==> src/rtl/div16_pkg.sv <==
// div16_pkg: shared types and constants for the iterative restoring divider
package div16_pkg;
    typedef enum logic [1:0] {IDLE, RUN, DONE} state_t;
    localparam int WIDTH_DEF = 16;
    localparam logic signed [WIDTH_DEF-1:0] DBZ_QUOTIENT = '1;
    function automatic int cnt_w(input int w);
        return $clog2(w);
    endfunction
    localparam int CNT_W = cnt_w(WIDTH_DEF);
endpackage

==> src/rtl/div16_step.sv <==
// div16_step: one combinational restoring-division step (shift in a dividend bit, trial subtract)
module div16_step #(
    parameter int WIDTH = 16
) (
    input  logic [WIDTH-1:0] rem,
    input  logic             bit_in,
    input  logic [WIDTH-1:0] divisor,
    output logic [WIDTH-1:0] rem_next,
    output logic             q_bit
);
    // The shifted value keeps the old remainder MSB so divisors above 2^(WIDTH-1) still divide correctly.
    logic [WIDTH:0] shifted, trial;
    assign shifted  = {rem, bit_in};
    assign trial    = shifted - {1'b0, divisor};
    assign q_bit    = ~trial[WIDTH];
    assign rem_next = trial[WIDTH] ? shifted[WIDTH-1:0] : trial[WIDTH-1:0];
endmodule

==> src/rtl/div16_restoring.sv <==
// div16_restoring: iterative restoring divider, one quotient bit per clock; DIV16_SIGNED_EN selects two's-complement operands
module div16_restoring
    import div16_pkg::*;
#(
    parameter int WIDTH = WIDTH_DEF
) (
    input  logic             clk,
    input  logic             rst,
    input  logic             in_valid,
    output logic             in_ready,
    input  logic [WIDTH-1:0] dividend,
    input  logic [WIDTH-1:0] divisor,
    output logic             out_valid,
    input  logic             out_ready,
    output logic [WIDTH-1:0] quotient,
    output logic [WIDTH-1:0] remainder,
    output logic             div_by_zero,
    output logic             busy
);
    localparam int CW = cnt_w(WIDTH);
    localparam logic [WIDTH-1:0] DBZ_Q = WIDTH'(DBZ_QUOTIENT);

    state_t state;
    logic [WIDTH-1:0] rem, q, dvs, rem_next, q_next, a_mag, b_mag;
    logic [CW-1:0] count;
    logic q_bit, neg_q, neg_r, sign_q, sign_r, zero_div;

`ifdef DIV16_SIGNED_EN
    assign a_mag  = dividend[WIDTH-1] ? -dividend : dividend;
    assign b_mag  = divisor[WIDTH-1] ? -divisor : divisor;
    assign sign_q = dividend[WIDTH-1] ^ divisor[WIDTH-1];
    assign sign_r = dividend[WIDTH-1];
`else
    assign a_mag  = dividend;
    assign b_mag  = divisor;
    assign sign_q = 1'b0;
    assign sign_r = 1'b0;
`endif

    assign zero_div  = divisor == '0;
    assign q_next    = {q[WIDTH-2:0], q_bit};
    assign in_ready  = state == IDLE;
    assign out_valid = state == DONE;
    assign busy      = state != IDLE;

    div16_step #(.WIDTH(WIDTH)) u_step (
        .rem      (rem),
        .bit_in   (q[WIDTH-1]),
        .divisor  (dvs),
        .rem_next (rem_next),
        .q_bit    (q_bit)
    );

    // Control FSM plus datapath: accept in IDLE, iterate in RUN, hold results in DONE until consumed.
    always_ff @(posedge clk) begin
        if (rst) begin
            state       <= IDLE;
            quotient    <= '0;
            remainder   <= '0;
            div_by_zero <= 1'b0;
            rem         <= '0;
            q           <= '0;
            dvs         <= '0;
            count       <= '0;
            neg_q       <= 1'b0;
            neg_r       <= 1'b0;
        end else begin
            case (state)
                IDLE: if (in_valid) begin
                    div_by_zero <= zero_div;
                    rem         <= '0;
                    q           <= zero_div ? dividend : a_mag;
                    dvs         <= b_mag;
                    count       <= CW'(WIDTH - 1);
                    neg_q       <= sign_q;
                    neg_r       <= sign_r;
                    state       <= RUN;
                end
                RUN: begin
                    rem   <= rem_next;
                    q     <= q_next;
                    count <= count - 1'b1;
                    if (div_by_zero) begin
                        quotient  <= DBZ_Q;
                        remainder <= q;
                        state     <= DONE;
                    end else if (count == '0) begin
                        quotient  <= neg_q ? -q_next : q_next;
                        remainder <= neg_r ? -rem_next : rem_next;
                        state     <= DONE;
                    end
                end
                DONE: if (out_ready) state <= IDLE;
                default: state <= IDLE;
            endcase
        end
    end
endmodule

==> config.mk <==
export PLATFORM = sky130hd
export DESIGN_NAME = div16_restoring
export DESIGN_NICKNAME = d
export VERILOG_FILES = /design/src/rtl/div16_pkg.sv /design/src/rtl/div16_step.sv /design/src/rtl/div16_restoring.sv
export SDC_FILE = /design/constraint.sdc
export NUM_CORES = 1
export LEC_CHECK = 0
export BUFFER_PORTS_ARGS = -buffer_cell sky130_fd_sc_hd__clkbuf_2
export CAP_MARGIN = 0
export CORE_UTILIZATION = 59
export CTS_BUF_LIST = sky130_fd_sc_hd__clkbuf_8
export CTS_CLUSTER_DIAMETER = 150
export DETAILED_ROUTE_END_ITERATION = 7
export PLACE_DENSITY_LB_ADDON = 0.15
export SYNTH_ARGS = -nofsm -noshare
export SYNTH_HDL_FRONTEND = slang
export SYNTH_HIERARCHICAL = 1
export SYNTH_SLANG_ARGS = --single-unit
export TNS_END_PERCENT = 50
==> constraint.sdc <==
create_clock -name clk -period 3.9 [get_ports clk]
set_clock_uncertainty 0.15 [all_clocks]
set_input_delay 0.78 -clock clk [delete_from_list [all_inputs] [get_ports clk]]
set_output_delay 0.78 -clock clk [all_outputs]
set_load 0.05 [all_outputs]
==> results by group, run 1 <==
Logic synthesis
  – Sequential share of the synthesized area: 0.3758
  – Syn Std Cell Area: 0.004634 mm2
  – Syn_nets: 587
  – Post-synth ARST share: 0
  – #FFs+latches synth: 87
  – Post-Syn Instances: 533
  – Syn Area/Cell: 8.695 um2
  – Top-area cell type share of the netlist area: 0.3758
  – Number of flops mapped to enable cells by yosys: 0
  – Ys Warns: 6
  – Synth area leaders: dfxtp_1 38%, a21oi_1 8.0%, nand2_1 5.7%
  – Distinct cell type count after synthesis: 55
  – Yosys top cell by area: dfxtp_1
  – Most used DFF post-synth: dfxtp_1

Pwr
  – Leakage: 2.114 nW
  – Comb power frac: 0.522
  – Switch Pwr: 0.001515 W
  – Net Sw Frac: 0.4119
  – Internal Power: 0.002163 W
  – Register share of total power: 0.304
  – Cell Pwr Density: 708.9 mW/mm2
  – Max IR drop VDD: 0.4272 mV
  – Clock Power Share: 0.174

Placed design
  – Placed Area: 0.004994 mm2
  – Placer Congestion: 0.9372
  – DP Worst Slack: 0.3833 ns
  – I/O Buffers: 71
  – Dpl hpwl: 8.678 mm

Floorplanning
  – DIE WIDTH: 90.63 um
  – Die height: 90.63 um
  – FP Rows: 31
  – Initial Util: 0.6256
  – Ports: 72
  – Full die area: 0.008214 mm2
  – Placeable Area: 0.007408 mm2

Critical path
  – CP endpoint kind: flop
  – CP Data Required Time: 3.97 ns
  – Worst Path Arrival: 3.63 ns
  – FF-to-FF Start: q[15]
  – Critical Path Start: q[15]
  – Reg2reg setup slack: 0.34 ns
  – Setup CP Type: reg -> reg
  – CP Max Fanout: 11
  – Setup crit start kind: flop

Clock network
  – CTS tree: built
  – TritonCTS Buffers: 9
  – CTS-repair resized insts: 0
  – Sink Count: 87
  – Worst skew pair latency: 0.37 ns
  – H-tree Lvls: 3
  – Clk root buf: clkbuf_8
  – Buffer count from post-CTS setup fixing: 0
  – Worst-case clock buffer depth: 2
  – Clock slew at reported path FFs: 0.09 ns
  – Post-CTS Hold Fix Bufs: 0

STA
  – Fin crit share: 0.9118
  – Final Hold Viols: 0
  – Unrepaired setup endpoints after global routing: false
  – FMAX: 281.2 MHz
  – Min Tclk post-route: 3.556 ns
  – Worst-Margin Slew: 1.071 ns
  – Final setup vio count: 0
  – Max_slew headroom: 0.2831
  – Final slew viol count: 0
  – Setup TNS: 0 ns
  – Post-route setup slack: 0.3441 ns

Global routing
  – Number of global-route vias before repair: 4021
  – Antenna violations before repair: 0
  – Largest net degree at the start of global routing: 38
  – Total GRT Usage: 0.3119
  – First-pass GRT wire length: 20.28 mm
  – Grt total ovfl: 0

Finish
  – Total Nets Final: 638
  – Reg area: 0.001742 mm2
  – Area occupied by multi-input gates: 0.002615 mm2
  – Synth-to-Final Area Change: 11.93%
  – Commonest non-fill, non-tap cell in the layout: dfxtp_1
  – Fin area: 0.005187 mm2
  – Post-layout util: 0.7002
  – Filler cells: 617
  – Layout cells sized above 1: 0.2126
  – Antenna diode count: 0
  – Most frequent cells in the layout: 87 x dfxtp_1, 74 x a21oi_1, 71 x clkbuf_2, 70 x nand2_1, 39 x nand3_1

Drt
  – WL final: 12.39 mm
  – Vias per Instance: 6.301
  – Iteration-0 DRC Markers: 264
  – Final ANT Viol Nets: 0
  – Pre-antenna DRT Iters: 7
  – DR WL/cell: 18.04 um
  – DR vias: 4329
  – DRC: 0

Outcome
  – Status: finished clean

Run
  – MaxCap Viol Count: 0

Worst hold path
  – Worst Hold Class: reg -> reg
  – Hold path start: dvs[12]
==> per-stage QoR <==
step | power, W | std cells | hold WS, ns
5_1_grt | 0.003877 | 687 | 0.3370
3_5_place_dp | 0.003002 | 672 | 0.3003
2_1_floorplan | 0.002648 | 533 | 0.2863
3_3_place_gp | 0.002973 | 672 | 0.2952
6_report | 0.003677 | 687 | 0.3136
4_1_cts | 0.003651 | 687 | 0.3128
==> path summary, 6_finish.rpt <==
check / endpoint / cells after the start
hold reg to reg: dvs[12] / 2
setup reg to reg: remainder[15] / 13
setup / recovery: remainder[15] / 13
hold / removal: dvs[12] / 2
==> metal layers <==
metal,global-route usage,part of all wire,wire length [um],vias to the layer above
met5,0,0,0,-
met4,0.1062,0.020,248,0
met3,0.07576,0.069,852,24
met2,0.5095,0.48,5992,168
met1,0.4008,0.43,5298,2082
li1,-,-,-,2055
==> power by group through the flow <==
stage	Sequential, W	Combinational (W)	Clock, W
final	0.00112	0.00192	0.000640
after global routing	0.00113	0.00206	0.000682
after CTS	0.00111	0.00189	0.000646
after detailed placement	0.00113	0.00187	0
after global placement	0.00113	0.00184	0
after floorplan	0.00123	0.00141	0
==> cell usage after synthesis, types with 4 or more instances <==
master and n:
a211oi_1 7, a21oi_1 74, a221oi_1 16, a22oi_1 16, and4b_1 16, buf_2 13, clkbuf_1 22, dfxtp_1 87
ha_1 17, inv_1 23, mux2_2 7, mux2_4 7, nand2_1 70, nand2b_1 4, nand3_1 39, nor2_1 9
nor2b_1 21, o21ai_0 8, o221a_1 10, o221a_2 6, xnor2_1 7, xor2_1 5
==> worst max-delay path: stages, from the launching register on <==
cell      delay, ns
dfxtp_1        0.37
inv_1          0.07
ha_1           0.22
fa_1           0.43
nor2b_1        0.17
o31a_1         0.16
o41a_1         0.21
and4_4         0.25
a311oi_2       0.12
xnor2_2        0.44
buf_4          0.32
mux2_2         0.37
nand3_1        0.07
a21oi_1        0.06
==> final cells by class <==
type                    instances  area share
clock buffers                   9     0.02388
clock inverters                 6     0.01351
inverters                      24     0.01737
multi-input cells             382      0.5041
flip-flops and latches         87      0.3357
well taps                      99     0.02388
repair buffers                 80     0.08152
==> registers in the layout (all words and copies together), names as in the netlist <==
name	count
remainder	16
div_by_zero	1
q	16
count	4
rem	16
quotient	16
dvs	16
state	2
==> kinds of logic (layout without fill, tap and decap cells) <==
| family | count (synthesis) | in the layout | synth area share |
|---|---|---|---|
| AND/OR/NAND/NOR | 175 | 175 | 0.2046 |
| flip-flops | 87 | 87 | 0.3758 |
| multiplexers | 16 | 16 | 0.04401 |
| AO/OA/AOI/OAI | 160 | 160 | 0.2387 |
| XOR/XNOR | 13 | 13 | 0.02619 |
| buffers and inverters | 64 | 119 | 0.06047 |
| adder cells (fa/ha/maj) | 18 | 18 | 0.05022 |
Power figures use the tool's default switching activity.
==> run 2, diff against run 1 <==
- PLACE_DENSITY: not set -> 0.83
- PLACE_DENSITY_LB_ADDON: 0.15 -> not set
==> run 2 against run 1 <==
  * Non-clock buffer count increased by 1
  * Combinational power about the same
  * Die area unchanged
  * Highest routed layer unchanged
  * Via count increased by 0.55%
  * Largest power group unchanged
  * Utilization increased by 0.29 points
  * Design area increased by 0.41%
  * Wire length decreased by 3.0%
  * Critical path type unchanged
==> results by group, run 2 (synthesis results as in run 1) <==
Finish
  – Total Nets Final: 639
  – Layout cells sized above 1: 0.2136
  – Antenna diode count: 0
  – Commonest non-fill, non-tap cell in the layout: dfxtp_1
  – Area occupied by multi-input gates: 0.002626 mm2
  – Most frequent cells in the layout: 87 x dfxtp_1, 74 x a21oi_1, 71 x clkbuf_2, 70 x nand2_1, 39 x nand3_1
  – Final std cells w/o fill: 689
  – Synth-to-Final Area Change: 12.39%
  – Reg area: 0.001742 mm2
  – Filler cells: 583

Global routing
  – Number of global-route vias before repair: 4071
  – Grt total ovfl: 0
  – Total GRT Usage: 0.2986
  – First-pass GRT wire length: 19.75 mm
  – Largest net degree at the start of global routing: 71
  – Antenna violations before repair: 0

Placed design
  – I/O Buffers: 71
  – Placed cells: 673
  – Dpl hpwl: 8.415 mm
  – Placer Congestion: 0.8790

Drt
  – DR WL/cell: 17.44 um
  – Vias per Instance: 6.318
  – Final ANT Viol Nets: 0
  – WL final: 12.02 mm
  – DR vias: 4353
  – Pre-antenna DRT Iters: 5
  – DRC: 0
  – Iteration-0 DRC Markers: 393

Critical path
  – Worst Reg2Reg Path Length in Cells: 12
  – Setup crit start kind: flop
  – CP endpoint kind: flop
  – Reg-to-Reg End: remainder[2]
  – Setup CP Type: reg -> reg
  – CP Data Required Time: 3.96 ns
  – CP Capture Point: remainder[2]
  – Critical Path Start: q[15]
  – CP Max Fanout: 18
  – Worst Path Arrival: 3.58 ns
  – Reg2reg setup slack: 0.38 ns
  – FF-to-FF Start: q[15]

Clock network
  – CTS tree: built
  – Post-CTS Hold Fix Bufs: 0
  – Worst skew pair latency: 0.36 ns
  – Worst-case clock buffer depth: 2
  – Clk root buf: clkbuf_8
  – Sink Count: 87
  – Clock slew at reported path FFs: 0.08 ns
  – TritonCTS Buffers: 9
  – H-tree Lvls: 3

STA
  – Unrepaired setup endpoints after global routing: false
  – Fin crit share: 0.9017
  – Max_slew headroom: 0.2410
  – Final slew viol count: 0
  – Final setup vio count: 0
  – Min Tclk post-route: 3.517 ns
  – Setup TNS: 0 ns
  – Final Hold Viols: 0
  – FMAX: 284.4 MHz
  – Worst-Margin Slew: 1.133 ns

Floorplanning
  – Ports: 72
  – Full die area: 0.008214 mm2
  – Die height: 90.63 um
  – Initial Util: 0.6256
  – Placeable Area: 0.007408 mm2
  – DIE WIDTH: 90.63 um
  – FP Rows: 31

Pwr
  – Cell Pwr Density: 697.8 mW/mm2
  – Leakage: 2.120 nW
  – Max IR drop VDD: 0.4437 mV

Outcome
  – Status: finished clean

Worst hold path
  – Worst Hold Class: reg -> reg
  – Hold Path Cell Cnt: 2
  – Hold path start: dvs[8]

Run
  – MaxCap Viol Count: 0
==> run 2: final cells by class <==
class	count	area share
Clock inverter	7	0.01393
Clock buffer	9	0.02378
Sequential cell	87	0.3344
Timing Repair Buffer	81	0.08263
Tap cell	99	0.02378
Inverter	24	0.01730
Multi-Input combinational cell	382	0.5042
==> run 2: worst max-delay path, cell delays in order, from the launching register on <==
cell	delay (ns)
dfxtp_1	0.36
inv_1	0.06
ha_1	0.20
fa_1	0.40
nor2b_1	0.16
o31a_1	0.17
o41a_1	0.23
and4_4	0.25
a311oi_2	0.16
xnor2_4	0.65
mux2_2	0.43
nand3_1	0.08
a21oi_1	0.07
==> run 2: layer usage <==
| layer | routed length (um) | global-route usage | vias to the layer above |
|---|---|---|---|
| li1 | - | - | 2056 |
| met1 | 5055 | 0.3871 | 2079 |
| met2 | 5862 | 0.5025 | 181 |
| met3 | 825 | 0.04293 | 37 |
| met4 | 272 | 0.1102 | 0 |
| met5 | 0 | 0 | - |
==> run 2: how the worst min path moves through the flow <==
stage,slack [ns],endpoint
4_1_cts,0.31,dvs[8]
3_3_place_gp,0.30,dvs[2]
5_1_grt,0.33,dvs[2]
6_report,0.31,dvs[8]
2_1_floorplan,0.29,dvs[10]
3_5_place_dp,0.30,dvs[8]
==> run 2: timing repair <==
| action | 4_1_cts | 5_1_grt |
|---|---|---|
| endpoints found under the hold margin | 0 | 0 |
| setup endpoints to repair | 0 | 18 |
| gates resized for setup | 0 | 1 |
| buffers inserted | 0 | 0 |
==> run 2: power by group <==
group | internal (W) | leakage, nW | total [W] | switching [W]
logic | 0.000864 | 1.32 | 0.00189 | 0.00103
registers | 0.00100 | 0.709 | 0.00111 | 0.000109
clock network | 0.000296 | 0.0893 | 0.000630 | 0.000334
==> run 2: per-stage QoR <==
step	area, um2	total power (W)	utilization	hold WS [ns]	setup WS (ns)
CTS	5197	0.003585	0.7016	0.3106	0.1200
floorplan	4634	0.002648	-	0.2863	0.7607
global placement	5001	0.002916	0.6751	0.2962	0.2422
finish	5209	0.003635	0.7031	0.3085	0.3833
global route	5209	0.003815	0.7031	0.3273	0.2522
detailed placement	5001	0.002961	0.6751	0.2985	0.1520
